`src/rtl/adj_control.sv`:
```
// adj_control: raster-derived enables plus a multi-channel debounced level-adjust engine.
// Define AUTOREPEAT_EN to enable hold-to-auto-repeat of the inc/dec keys.
module adj_control #(
  parameter int H_ACTIVE    = 640,
  parameter int V_ACTIVE    = 480,
  parameter int SHIFT_X     = 781,
  parameter int SHIFT_Y_MAX = 528,
  parameter int CNT_W       = 13,
  parameter int NUM_ADJ     = 4,
  parameter int LVL_W       = 8,
  parameter int LVL_LIM     = 127,
  parameter int STEP        = 4,
  parameter int DEB_CYC     = 16,
  parameter int REPEAT_DLY  = 25000000,
  parameter int REPEAT_RATE = 5000000
) (
  input  logic                       clk,
  input  logic                       rst,
  input  logic [9:0]                 SW,
  input  logic [3:0]                 KEY,
  input  logic [CNT_W-1:0]           row,
  input  logic [CNT_W-1:0]           col,
  input  logic [CNT_W-1:0]           x_count,
  input  logic [CNT_W-1:0]           y_count,
  output logic                       frame_en,
  output logic                       wr_en,
  output logic                       shift_en,
  output logic                       sel_valid,
  output logic [NUM_ADJ-1:0]         inc_pulse,
  output logic [NUM_ADJ-1:0]         dec_pulse,
  output logic [NUM_ADJ*LVL_W-1:0]   level_out
);

  localparam int IDX_W = (NUM_ADJ > 1) ? $clog2(NUM_ADJ) : 1;
  localparam int DEB_W = (DEB_CYC > 1) ? $clog2(DEB_CYC) : 1;
  localparam int RPT_W = 32;
`ifdef AUTOREPEAT_EN
  localparam bit AR_EN = 1'b1;
`else
  localparam bit AR_EN = 1'b0;
`endif

  typedef enum logic [1:0] {IDLE, HOLD, REPEAT} state_e;

  logic unused_in;
  assign unused_in = ^{SW, KEY[3]};

  // Raster-derived enables
  logic match_d, match_q, frame_en_d, frame_en_q;
  logic wr_en_d, wr_en_q, shift_en_d, shift_en_q;

  always_comb begin
    match_d    = (row == CNT_W'(V_ACTIVE)) && (col == CNT_W'(H_ACTIVE));
    frame_en_d = match_d && !match_q;
    wr_en_d    = col < CNT_W'(H_ACTIVE);
    shift_en_d = (x_count == CNT_W'(SHIFT_X)) && (y_count < CNT_W'(SHIFT_Y_MAX));
  end

  // Key synchroniser and debounce (keys 0..2, active-high after inversion)
  logic [2:0]            sync1_q, sync2_q, pressed;
  logic [2:0]            deb_d, deb_q;
  logic [2:0][DEB_W-1:0] deb_cnt_d, deb_cnt_q;

  always_comb begin
    pressed   = ~sync2_q;
    deb_d     = deb_q;
    deb_cnt_d = '0;
    for (int unsigned k = 0; k < 3; k++) begin
      if (pressed[k] != deb_q[k]) begin
        if (deb_cnt_q[k] == DEB_W'(DEB_CYC - 1)) deb_d[k] = pressed[k];
        else deb_cnt_d[k] = deb_cnt_q[k] + 1'b1;
      end
    end
  end

  // Channel selection
  logic [3:0]       sel_cnt;
  logic [IDX_W-1:0] sel_idx_d, sel_idx_q;
  logic             sel_valid_d, sel_valid_q;

  always_comb begin
    sel_cnt   = '0;
    sel_idx_d = '0;
    for (int unsigned i = 0; i < NUM_ADJ; i++) begin
      if (SW[i+1]) begin
        sel_cnt   = sel_cnt + 1'b1;
        sel_idx_d = IDX_W'(i);
      end
    end
    sel_valid_d = (sel_cnt == 4'd1);
  end

  // Adjust FSM
  state_e           state_d, state_q;
  logic [RPT_W-1:0] rpt_cnt_d, rpt_cnt_q;
  logic [IDX_W-1:0] hold_idx_d, hold_idx_q;
  logic             dir_dec_d, dir_dec_q;
  logic             clr_prev_q;
  logic             inc_k, dec_k, both_k, held_k, sel_lost, ev, clr_now;

  always_comb begin
    state_d    = state_q;
    rpt_cnt_d  = rpt_cnt_q;
    hold_idx_d = hold_idx_q;
    dir_dec_d  = dir_dec_q;
    ev         = 1'b0;
    inc_k      = deb_q[0];
    dec_k      = deb_q[1];
    both_k     = inc_k && dec_k;
    held_k     = dir_dec_q ? dec_k : inc_k;
    sel_lost   = !sel_valid_q || (sel_idx_q != hold_idx_q);
    clr_now    = deb_q[2] && !clr_prev_q && sel_valid_q;
    case (state_q)
      IDLE: begin
        if ((inc_k ^ dec_k) && sel_valid_q) begin
          ev         = 1'b1;
          rpt_cnt_d  = '0;
          hold_idx_d = sel_idx_q;
          dir_dec_d  = dec_k;
          state_d    = HOLD;
        end
      end
      HOLD: begin
        if (!held_k || both_k || sel_lost) begin
          state_d   = IDLE;
          rpt_cnt_d = '0;
        end else if (AR_EN) begin
          if (rpt_cnt_q == RPT_W'(REPEAT_DLY - 1)) begin
            ev        = 1'b1;
            rpt_cnt_d = '0;
            state_d   = REPEAT;
          end else begin
            rpt_cnt_d = rpt_cnt_q + 1'b1;
          end
        end
      end
      REPEAT: begin
        if (!held_k || both_k || sel_lost) begin
          state_d   = IDLE;
          rpt_cnt_d = '0;
        end else if (rpt_cnt_q == RPT_W'(REPEAT_RATE - 1)) begin
          ev        = 1'b1;
          rpt_cnt_d = '0;
        end else begin
          rpt_cnt_d = rpt_cnt_q + 1'b1;
        end
      end
      default: state_d = IDLE;
    endcase
  end

  function automatic logic signed [LVL_W-1:0] step_sat(input logic signed [LVL_W-1:0] cur,
                                                       input logic dn);
    logic signed [LVL_W:0] ext, stp, lim;
    ext = {cur[LVL_W-1], cur};
    stp = (LVL_W+1)'(STEP);
    lim = (LVL_W+1)'(LVL_LIM);
    ext = dn ? ext - stp : ext + stp;
    if (ext > lim) ext = lim;
    else if (ext < -lim) ext = -lim;
    return ext[LVL_W-1:0];
  endfunction

  // Working levels; a clear wins over a same-cycle event, which is then dropped
  logic signed [LVL_W-1:0] level_d [NUM_ADJ];
  logic signed [LVL_W-1:0] level_q [NUM_ADJ];
  logic signed [LVL_W-1:0] lvl_out_d [NUM_ADJ];
  logic signed [LVL_W-1:0] lvl_out_q [NUM_ADJ];
  logic [NUM_ADJ-1:0]      inc_pulse_d, inc_pulse_q, dec_pulse_d, dec_pulse_q;

  always_comb begin
    inc_pulse_d = '0;
    dec_pulse_d = '0;
    for (int unsigned i = 0; i < NUM_ADJ; i++) begin
      level_d[i]   = level_q[i];
      lvl_out_d[i] = frame_en_q ? level_q[i] : lvl_out_q[i];
    end
    if (clr_now) begin
      level_d[sel_idx_q] = '0;
    end else if (ev) begin
      if (dir_dec_d) dec_pulse_d[sel_idx_q] = 1'b1;
      else inc_pulse_d[sel_idx_q] = 1'b1;
      level_d[sel_idx_q] = step_sat(level_q[sel_idx_q], dir_dec_d);
    end
  end

  always_comb begin
    level_out = '0;
    for (int unsigned i = 0; i < NUM_ADJ; i++) level_out[i*LVL_W +: LVL_W] = lvl_out_q[i];
  end

  assign frame_en  = frame_en_q;
  assign wr_en     = wr_en_q;
  assign shift_en  = shift_en_q;
  assign sel_valid = sel_valid_q;
  assign inc_pulse = inc_pulse_q;
  assign dec_pulse = dec_pulse_q;

  always_ff @(posedge clk) begin
    if (rst) begin
      match_q     <= 1'b0;
      frame_en_q  <= 1'b0;
      wr_en_q     <= 1'b0;
      shift_en_q  <= 1'b0;
      sync1_q     <= '1;
      sync2_q     <= '1;
      deb_q       <= '0;
      deb_cnt_q   <= '0;
      sel_idx_q   <= '0;
      sel_valid_q <= 1'b0;
      state_q     <= IDLE;
      rpt_cnt_q   <= '0;
      hold_idx_q  <= '0;
      dir_dec_q   <= 1'b0;
      clr_prev_q  <= 1'b0;
      inc_pulse_q <= '0;
      dec_pulse_q <= '0;
      for (int unsigned i = 0; i < NUM_ADJ; i++) begin
        level_q[i]   <= '0;
        lvl_out_q[i] <= '0;
      end
    end else begin
      match_q     <= match_d;
      frame_en_q  <= frame_en_d;
      wr_en_q     <= wr_en_d;
      shift_en_q  <= shift_en_d;
      sync1_q     <= KEY[2:0];
      sync2_q     <= sync1_q;
      deb_q       <= deb_d;
      deb_cnt_q   <= deb_cnt_d;
      sel_idx_q   <= sel_idx_d;
      sel_valid_q <= sel_valid_d;
      state_q     <= state_d;
      rpt_cnt_q   <= rpt_cnt_d;
      hold_idx_q  <= hold_idx_d;
      dir_dec_q   <= dir_dec_d;
      clr_prev_q  <= deb_q[2];
      inc_pulse_q <= inc_pulse_d;
      dec_pulse_q <= dec_pulse_d;
      for (int unsigned i = 0; i < NUM_ADJ; i++) begin
        level_q[i]   <= level_d[i];
        lvl_out_q[i] <= lvl_out_d[i];
      end
    end
  end

endmodule

```
`config.mk`:
```
export PLATFORM = sky130hd
export DESIGN_NAME = adj_control
export DESIGN_NICKNAME = d
export VERILOG_FILES = /design/src/rtl/adj_control.sv
export SDC_FILE = /design/constraint.sdc
export NUM_CORES = 1
export LEC_CHECK = 0
export ABC_CLOCK_PERIOD_IN_PS = 3500
export CAP_MARGIN = 10
export CELL_PAD_IN_SITES_DETAIL_PLACEMENT = 1
export CELL_PAD_IN_SITES_GLOBAL_PLACEMENT = 1
export CORE_MARGIN = 5
export CORE_UTILIZATION = 34
export DETAILED_ROUTE_END_ITERATION = 6
export PLACE_DENSITY = 0.76
export SKIP_CTS_REPAIR_TIMING = 1
export SYNTH_ARGS = -nofsm -noshare
export SYNTH_HDL_FRONTEND = slang
export SYNTH_SLANG_ARGS = --single-unit
```
`constraint.sdc`:
```
create_clock -name clk -period 3.5 [get_ports clk]
set_input_delay 0.7 -clock clk [delete_from_list [all_inputs] [get_ports clk]]
set_output_delay 0.7 -clock clk [all_outputs]
set_load 0.01 [all_outputs]
```
# After elaboration in Yosys (flattened, before gate mapping)

Memories as Yosys holds them, arrays and structs flattened. A register that Yosys moved wholly into a read port is not among the register bits.
Index checks and enable logic that the tools add are counted.

Bits in writable memories: 64
Bits of input ports: 68
Flip-flop bits (word level): 74
Memories: 2

Memory list:

| name      | words | width | rd ports | clocked after Yosys merged registers in | wr ports | RTL line | RTL |
|---|---|---|---|---|---|---|---|
| level_q   | 4     | 8     | 5        | 1                                       | 4        | 166      | `logic signed [LVL_W-1:0] level_q [NUM_ADJ];` |
| lvl_out_q | 4     | 8     | 4        | 0                                       | 4        | 168      | `logic signed [LVL_W-1:0] lvl_out_q [NUM_ADJ];` |

Order comparisons: 8
Multiplexer cells: 50
Reduce and logical (&&, ||, !) cells: 30
Add/subtract/negate cells: 9
Bitwise operators: 18
Eq/ne operators: 17

Operators by type and width:

| kind                    | number |
|---|---|
| $mux W32                | 6 |
| $mux W8                 | 17 |
| $pmux W32 S3            | 1 |
| $add A32 B1 Y32 const B | 1 |
| $and A32 B32 Y32        | 1 |
| $bwmux W32              | 1 |
| $eq A32 B23 Y1 const B  | 1 |
| $not A32 Y32            | 1 |
| $eq A13 B10 Y1 const B  | 2 |
| $lt A13 B10 Y1 const B  | 2 |
| $add A4 B1 Y4 const B   | 6 |
| $demux W8 S2            | 1 |
| $eq A13 B9 Y1 const B   | 1 |
| $eq A4 B4 Y1 const B    | 3 |
| $mux W1                 | 12 |
| $mux W4                 | 3 |
| $mux W2                 | 5 |
| $reduce_and A2 Y1       | 5 |
| $add A8 B4 Y9 const B   | 1 |
| $gt A9 B8 Y1 const B    | 1 |
| $logic_and A1 B1 Y1     | 9 |
| $lt A9 B8 Y1 const B    | 1 |
| $mux W9                 | 1 |
| $reduce_or A3 Y1        | 3 |
| 27 further kinds        | 47 |

# Longest topological paths before layout

Gate-level depths: netlist (run 1).

Depth after elaboration: 14
Depth in mapped cells: 17

# Worst setup path before layout (run 1)

Ideal clock, no wire load.

Path kind: flip-flop to flip-flop
Start: register deb_q[0]
End: memory level_q[2][7]
Arrival time: 3.464 ns
Path slack: -0.034 ns
Stages on the path, launching flop included: 14
Setup time: 0.070 ns
Data required time: 3.430 ns
Cell sequence: dfxtp_1 ha_1 and4b_1 a21o_1 buf_4 inv_2 buf_4 fa_1 o311ai_0 nand3_1 a211oi_2 nor3_1 or4_1 a21oi_1

RTL lines:

| item                     | RTL line | RTL |
|---|---|---|
| start: declaration       | 61       | `logic [2:0] deb_d, deb_q;` |
| start signal: assignment | 207      | `deb_q <= '0;` |
| start signal: assignment | 229      | `deb_q <= deb_d;` |
| end: declaration         | 166      |  |

==> impl_metrics.tcl, run 1 <==
set metrics [dict create \
    worstSkewPairLatency_ns 0.35 \
    power.total_mw 2.34 \
    ff2ff_path_depth 12 \
    max_slew_margin 0.599 \
    cpMostUsedCell "ha_4" \
    synthFlopType "dfxtp_1" \
    ys_types 54 \
    cp_max_fo 8 \
    hp-class "register to register" \
    required_ns 3.78 \
    diodes 0 \
    worst_pin_slew_ns 0.599 \
    ys_top_cells_by_area "dfxtp_1, mux2i_1, nor2_1, o221ai_1, mux4_2" \
    hold_depth 1 \
    fin_crit_ns 3.37 \
    max_freq_mhz 297 \
    first_pass_iters 4 \
    drt_iter0_markers 196 \
    start_util 0.348 \
    fin_util 0.477 \
    wire_per_inst_um 17.9 \
    syn2layout_area_growth_pct 36.9 \
    htreeDepth 3 \
    outcome "completed" \
    finClkSkew_ns 0.00787 \
    die_h_um 127 \
    synth.top_cell.area_share 0.452 \
    yosys_warnings 0 \
    grt_usage 0.176 \
    yosysSeqAreaShare 0.452 \
    io_pins 112 \
    critical_path.slowest_cell "or4_1" \
    drive_above_1_share 0.155 \
    post-route-worst-setup-slack_ns 0.131 \
    fillers 1517 \
    num_rows 42 \
    hold_viol 0 \
    finalCritPeriodShare 0.962 \
    max_stage_delay_ns 0.51 \
    cts_tree "done" \
    p_leak_nw 2.26 \
    core_um2 13300 \
    slew_violations 0 \
    place_ws_ns -0.0783 \
    cts_buffers 9 \
    clk_pin_slew_ns 0.06 \
    whs_ns 0.408 \
    die_w_um 127 \
    via_per_inst 5.28 \
    synth_area_um2 4650 \
    ys_ff_latch 105 \
    dp_hpwl_um 10300 \
    syn_area_per_cell_um2 9.64 \
    cp.depth 12 \
    synth_edf_count 0 \
    nets 668 \
    final_cell_area_um2 6360 \
    port_buffers 100 \
    grt_pass1_wl_um 22800 \
    use_met2 0.287 \
    syn_inst 482 \
    yosysTopAreaCell "dfxtp_1" \
    synth_fp_nets 562 \
    ant_nets 0 \
    vias 4058 \
    path_cells "ha_4, and4b_1, a21o_1, buf_4, ha_4, clkinvlp_4, a2111oi_4, a41oi_2, nor2_2, nor3_2, or4_1, a21oi_2" \
    first_global_vias 4431 \
    cp_top_family "simple AND/OR/NAND/NOR gates" \
    cts_buffer_depth 2 \
    start_kind "register" \
    wl_um 13800 \
    rsz0062_at_grt "no" \
    gp_congestion 0.828 \
    ir_worst_vdd_uv 200 \
    maxCapViolCount 0 \
    worst-path-buf-inv 2 \
    cts_root_buf "clkbuf_16" \
    path_class "register to register" \
    async_flop_share 0 \
    grt_overflow 0 \
    antenna_found_initial 0 \
    power.density_nw_per_um2 368 \
    cp-end-kind "register" \
    cp.arrival_ns 3.65 \
    post-route-drc-count 0 \
    dpl-instance-area_um2 5890 \
    top_usage_layer "met2" \
    grt_max_degree 55 \
    dieArea_um2 16100 \
    setup_viol 0 \
    clkSinkCount 105 \
    met3_usage 0.0462 \
    met1_usage 0.220 \
]
layout make-up:
| class | instances | area (um^2) | share of cell area |
|---|---|---|---|
| Sequential cell | 105 | 2110 | 0.331 |
| Timing Repair Buffer | 122 | 1190 | 0.186 |
| Tap cell | 176 | 220 | 0.0346 |
| Inverter | 15 | 60.1 | 0.00944 |
| Clock inverter | 1 | 7.51 | 0.00118 |
| Clock buffer | 15 | 288 | 0.0452 |
| Multi-Input combinational cell | 335 | 2500 | 0.392 |
state kept, by name (all words and copies together), names as in the netlist, 2 cells and up:
name        cells
inc_pulse       4
hold_idx_q      2
sync2_q         3
sel_idx_q       2
sync1_q         3
deb_cnt_q      12
dec_pulse       4
level_q        32
deb_q           3
lvl_out_q      32
worst paths after layout:
path                            startpoint       endpoint  slack, ns
worst min register to register  sync1_q[2]     sync2_q[2]       0.41
worst max register to register    deb_q[0]  level_q[2][7]       0.13
worst max-delay path              deb_q[0]  level_q[2][7]       0.13
worst min-delay path            sync1_q[2]     sync2_q[2]       0.41
synthesized netlist by cell type, types with 3 or more instances:
library cell and count:
o21ai_0 8, buf_6 3, nor4bb_1 3, a21oi_1 10
xnor2_1 9, and3_1 4, ha_1 11, or3_1 6
dfxtp_1 105, mux2i_1 36, nor3_1 14, nor2b_1 4
xor2_1 8, buf_1 7, nor4_1 5, a211oi_1 6
a21o_1 4, nand3_1 8, mux4_2 7, nor2_1 76
inv_1 13, nand2_1 36, clkbuf_1 12, or4_1 5
or2_2 11, a22o_1 4, nand4_1 3, nand2b_1 5
buf_2 3, o221ai_1 25
layout by cell type (no fill, tap or decap), types with 5 or more instances in the layout:
cell type,count
dfxtp_1,102
clkdlybuf4s50_1,99
nor2_1,74
mux2i_1,36
nand2_1,32
o221ai_1,24
buf_4,20
nor3_1,12
inv_1,12
or2_2,11
a21oi_1,9
ha_1,9
clkbuf_16,9
xor2_1,8
o21ai_0,7
mux4_2,7
xnor2_1,7
nand3_1,7
or3_1,6
nand2b_1,5
or4_1,5
nor4_1,5
per-layer routing:
layer	wire [um]	vias to the layer above
li1	-	1944
met1	5820	1972
met2	6790	123
met3	910	19
met4	273	0
met5	0	-
cells by family (layout without fill, tap and decap cells):
| family | after synthesis | in the layout | share of synthesized area |
|---|---|---|---|
| AO/OA/AOI/OAI | 72 | 72 | 0.126 |
| XOR/XNOR | 18 | 18 | 0.0355 |
| adder cells (fa/ha/maj) | 13 | 13 | 0.0369 |
| buffers and inverters | 42 | 153 | 0.0412 |
| flip-flops | 105 | 105 | 0.452 |
| multiplexers | 44 | 44 | 0.114 |
| AND/OR/NAND/NOR | 188 | 188 | 0.194 |
power by group:
part           total (mW)  internal (mW)  leakage, nW  switching (mW)
Sequential           1.21           1.20        0.849         0.00741
Combinational       0.140         0.0824         1.26          0.0576
Clock               0.994          0.561        0.142           0.433
worst register-to-register path, cell delays in order (launching register included):
cell        delay [ns]
dfxtp_2           0.34
ha_4              0.25
and4b_1           0.23
a21o_1            0.19
buf_4             0.19
ha_4              0.30
clkinvlp_4        0.19
a2111oi_4         0.47
a41oi_2           0.18
nor2_2            0.20
nor3_2            0.10
or4_1             0.51
a21oi_2           0.16
per-stage QoR:
| step | TNS (ns) | std cells |
|---|---|---|
| 6_report | 0 | 769 |
| 5_1_grt | 0 | 769 |
| 4_1_cts | -5.29 | 765 |
| 3_5_place_dp | -1.18 | 749 |
| 3_3_place_gp | 0 | 749 |
| 2_1_floorplan | 0 | 482 |
No activity file was read; power rests on OpenSTA's default activity.
==> run 2: changes to the inputs <==
--- a/config.mk
+++ b/config.mk
@@ -11,8 +11,10 @@
 export CELL_PAD_IN_SITES_GLOBAL_PLACEMENT = 1
 export CORE_MARGIN = 5
 export CORE_UTILIZATION = 34
+export CTS_CLUSTER_DIAMETER = 100
 export DETAILED_ROUTE_END_ITERATION = 6
 export PLACE_DENSITY = 0.76
+export REMOVE_ABC_BUFFERS = 1
 export SKIP_CTS_REPAIR_TIMING = 1
 export SYNTH_ARGS = -nofsm -noshare
 export SYNTH_HDL_FRONTEND = slang
==> run 2 against run 1 <==
Core utilization is essentially flat. Sequential share of layout area is essentially flat. Global-route usage shrank 0.70 points. Clock skew shrank 0.0019 ns. Sequential power is essentially flat. Design area is essentially flat.
==> impl_metrics.tcl, run 2 (synthesized netlist as in run 1, its figures left out) <==
set metrics [dict create \
    outcome "completed" \
    required_ns 3.77 \
    core_um2 13300 \
    cp_max_fo 5 \
    p_clk_frac 0.418 \
    top_usage_layer "met2" \
    die_h_um 127 \
    clkSinkCount 105 \
    power.total_mw 2.32 \
    post-route-drc-count 0 \
    use_met2 0.304 \
    cts_root_buf "clkbuf_16" \
    ff2ff_path_depth 14 \
    port_buffers 100 \
    max_slew_margin 0.556 \
    hp-class "register to register" \
    setup_viol 0 \
    syn2layout_area_growth_pct 37.0 \
    maxCapViolCount 0 \
    timing.reg2reg.setup_slack_ns 0.12 \
    first_global_vias 4292 \
    worst_pin_slew_ns 0.666 \
    ir_worst_vdd_uv 219 \
    place_ws_ns -0.0775 \
    via_per_inst 5.24 \
    holdCritStartpoint "match_q" \
    dp_hpwl_um 10100 \
    final_common_cell "dfxtp_1" \
    fin_crit_ns 3.38 \
    max_freq_mhz 296 \
    cts_buffers 9 \
    finalCritPeriodShare 0.965 \
    hold_viol 0 \
    min_to "frame_en" \
    grt_max_degree 64 \
    layout_common_cells "dfxtp_1, clkdlybuf4s50_1, nor2_1, mux2i_1, nand2_1" \
    grt_pass1_wl_um 21900 \
    ant_nets 0 \
    r2r_end "level_q[2][7]" \
    sw_frac_of_total 0.221 \
    met3_usage 0.0374 \
    htreeDepth 3 \
    drt_iter0_markers 133 \
    diodes 0 \
    internal_power_mw 1.80 \
    drive_above_1_share 0.164 \
    antenna_found_initial 0 \
    r2r_start "deb_q[1]" \
    first_pass_iters 4 \
    start_kind "register" \
    power_frac_seq 0.522 \
    met1_usage 0.199 \
    io_pins 112 \
    p_leak_nw 2.23 \
    dieArea_um2 16100 \
    cp-end-kind "register" \
    wl_um 13900 \
    num_rows 42 \
    clk_pin_slew_ns 0.07 \
    grt_overflow 0 \
    cp.arrival_ns 3.65 \
    vias 4047 \
    gp_congestion 0.831 \
    comb_power_share 0.061 \
    cts_tree "done" \
    reg_top3 "level_q (32), lvl_out_q (32), deb_cnt_q (12)" \
    die_w_um 127 \
    finClkSkew_ns 0.00596 \
    worstSkewPairLatency_ns 0.35 \
    path_class "register to register" \
    nets 671 \
    start_util 0.348 \
    post-route-worst-setup-slack_ns 0.122 \
    power_switching_uw 513 \
    power.density_nw_per_um2 364 \
    slew_violations 0 \
    wire_per_inst_um 18.0 \
    grt_usage 0.169 \
    cts_buffer_depth 2 \
    hold_depth 1 \
]
run 2: worst max path at each step:
| stage | from | to | slack, ns |
|---|---|---|---|
| after floorplan | deb_q[1] | level_q[0][1] | -0.31 |
| after global placement | deb_q[0] | level_q[2][7] | 0.08 |
| after detailed placement | deb_q[1] | level_q[2][7] | -0.08 |
| after CTS | deb_q[1] | level_q[2][7] | -0.13 |
| after global routing | deb_q[1] | level_q[2][7] | -0.01 |
| final | deb_q[1] | level_q[2][7] | 0.12 |
run 2: per-stage QoR:
| stage | std cells | hold WS, ns | utilization | TNS (ns) | area (um^2) |
|---|---|---|---|---|---|
| 2_1_floorplan | 455 | 0.376 | - | -7.66 | 4510 |
| 3_3_place_gp | 751 | 0.376 | 0.442 | 0 | 5890 |
| 3_5_place_dp | 751 | 0.383 | 0.442 | -0.255 | 5890 |
| 4_1_cts | 767 | 0.392 | 0.463 | -1.67 | 6180 |
| 5_1_grt | 772 | 0.430 | 0.477 | -0.0144 | 6370 |
| 6_report | 772 | 0.386 | 0.477 | 0 | 6370 |
run 2: routing by layer:
layer	share of wire	up-vias
li1	-	1943
met1	0.42	1978
met2	0.52	109
met3	0.051	17
met4	0.015	0
met5	0	-
run 2: power groups by stage:
stage	combinational, mW	clock [mW]	sequential (mW)
finish	0.141	0.968	1.21
global placement	0.135	0	1.24
detailed placement	0.140	0	1.24
CTS	0.142	0.986	1.21
floorplan	0.0383	0	1.24
global route	0.153	1.04	1.21
run 2: final cells by class:
cell class                 count  area, um^2
multi-input combinational    335        2500
inverter                      15        56.3
clock buffer                  12         256
timing repair buffer         125        1200
fill                        1513        6980
tap                          176         220
clock inverter                 4        27.5
sequential                   105        2110
run 2: worst max-delay path, stage by stage, from the launching register on:
cell and delay [ns]:
dfxtp_1 0.34, ha_4 0.28, and4b_1 0.23, a21o_1 0.14, inv_2 0.06, fa_2 0.44
nand2b_1 0.15, nor2_1 0.08, a2111oi_4 0.32, buf_4 0.18, a2bb2oi_1 0.05, nor2_1 0.22
nor3_2 0.11, or4_1 0.52, a21oi_2 0.18
==> run 3: changes to the inputs <==
--- a/config.mk
+++ b/config.mk
@@ -9,10 +9,11 @@
 export CAP_MARGIN = 10
 export CELL_PAD_IN_SITES_DETAIL_PLACEMENT = 1
 export CELL_PAD_IN_SITES_GLOBAL_PLACEMENT = 1
-export CORE_MARGIN = 5
+export CORE_MARGIN = 4
 export CORE_UTILIZATION = 34
 export CTS_CLUSTER_DIAMETER = 100
 export DETAILED_ROUTE_END_ITERATION = 6
+export GPL_TIMING_DRIVEN = 1
 export PLACE_DENSITY = 0.76
 export REMOVE_ABC_BUFFERS = 1
 export SKIP_CTS_REPAIR_TIMING = 1
==> run 3 against run 2 <==
Via count rose by 0.82%. Die area fell by 3.1%. Non-clock buffer count fell by 2. Clock skew rose by 0.0045 ns. Global-route usage rose by 0.088 points. Sequential cell count did not move. Highest routed layer unchanged.
==> impl_metrics.tcl, run 3 (synthesized netlist as in run 1, its figures left out) <==
set metrics [dict create \
    required_ns 3.73 \
    cts_tree "done" \
    hold_viol 0 \
    final_cell_area_um2 6430 \
    fin_crit_ns 3.36 \
    port_buffers 100 \
    dieArea_um2 15600 \
    max_slew_margin 0.538 \
    start_util 0.350 \
    dpl-instance-area_um2 5890 \
    worstSkewPairLatency_ns 0.35 \
    nets 669 \
    p_leak_nw 2.26 \
    num_rows 42 \
    drive_above_1_share 0.170 \
    htreeDepth 3 \
    first_pass_iters 4 \
    io_pins 112 \
    gp_congestion 0.822 \
    drt_iter0_markers 181 \
    core_um2 13300 \
    first_global_vias 4399 \
    die_h_um 125 \
    cp.arrival_ns 3.59 \
    start_kind "register" \
    hp-class "register to register" \
    clk_pin_slew_ns 0.07 \
    whs_ns 0.393 \
    post-route-drc-count 0 \
    dp_hpwl_um 10100 \
    outcome "completed" \
    cts_buffer_depth 2 \
    layout_common_cells "dfxtp_1, clkdlybuf4s50_1, nor2_1, mux2i_1, nand2_1" \
    clkSinkCount 105 \
    diodes 0 \
    worst_pin_slew_ns 0.690 \
    maxCapViolCount 0 \
    reg_top3 "level_q (32), lvl_out_q (32), deb_cnt_q (12)" \
    die_w_um 125 \
    slew_violations 0 \
    met3_usage 0.0399 \
    use_met2 0.301 \
    finalCritPeriodShare 0.959 \
    wire_per_inst_um 17.6 \
    syn2layout_area_growth_pct 38.4 \
    cp-end-kind "register" \
    finClkSkew_ns 0.0104 \
    antenna_found_initial 0 \
    grt_max_degree 33 \
    power.density_nw_per_um2 369 \
    cp_max_fo 8 \
    final_common_cell "dfxtp_1" \
    met1_usage 0.201 \
    max_freq_mhz 298 \
    via_per_inst 5.30 \
    wl_um 13600 \
    ir_worst_vdd_uv 193 \
    path_class "register to register" \
    grt_overflow 0 \
    fin_tns_setup_ns 0 \
    ant_nets 0 \
    cts_buffers 9 \
    grt_usage 0.170 \
    top_usage_layer "met2" \
    cts_root_buf "clkbuf_16" \
    vias 4080 \
    grt_pass1_wl_um 21900 \
    ff2ff_path_depth 13 \
    setup_viol 0 \
    hold_depth 1 \
]
## run 3: worst paths after layout
kind / start / to / slack (ns)
max: deb_q[0] / level_q[3][0] / 0.14
max reg2reg: deb_q[0] / level_q[3][0] / 0.14
min reg2reg: match_q / frame_en / 0.39
min: match_q / frame_en / 0.39
## run 3: routing by layer
| layer | vias up | wire [um] |
|---|---|---|
| met5 | - | 0 |
| met4 | 0 | 211 |
| met3 | 17 | 824 |
| met2 | 133 | 6830 |
| met1 | 1997 | 5710 |
| li1 | 1933 | - |
## run 3: final cells by class
| cell class | instances | area (um^2) |
|---|---|---|
| clock inverter | 7 | 80.1 |
| timing repair buffer | 123 | 1180 |
| fill | 1510 | 6860 |
| sequential | 105 | 2100 |
| clock buffer | 9 | 225 |
| inverter | 15 | 56.3 |
| multi-input combinational | 335 | 2560 |
| tap | 176 | 220 |
## run 3: critical path, cell delays in order (launching register included)
cell	delay, ns
dfxtp_1	0.39
ha_4	0.23
and4b_2	0.26
a21o_1	0.19
buf_4	0.19
ha_4	0.29
a21oi_2	0.07
maj3_4	0.36
xnor2_1	0.40
a211oi_4	0.09
o32ai_2	0.20
o211ai_1	0.17
buf_4	0.18
a22o_1	0.21
## run 3: metrics by stage
stage	utilization	cells	total power [mW]	setup slack, ns
after floorplan	-	455	1.28	-0.307
after global placement	0.443	751	1.37	0.0318
after detailed placement	0.443	751	1.38	-0.0982
after CTS	0.466	767	2.40	-0.168
after global routing	0.484	770	2.46	-0.0102
final	0.484	770	2.38	0.144
## run 3: report_power, final
group	total, mW	leakage [nW]	internal [mW]	switching, mW
clock network	1.02	0.148	0.562	0.462
logic	0.142	1.27	0.0830	0.0591
registers	1.21	0.848	1.20	0.00779
total	2.38	2.26	1.85	0.529
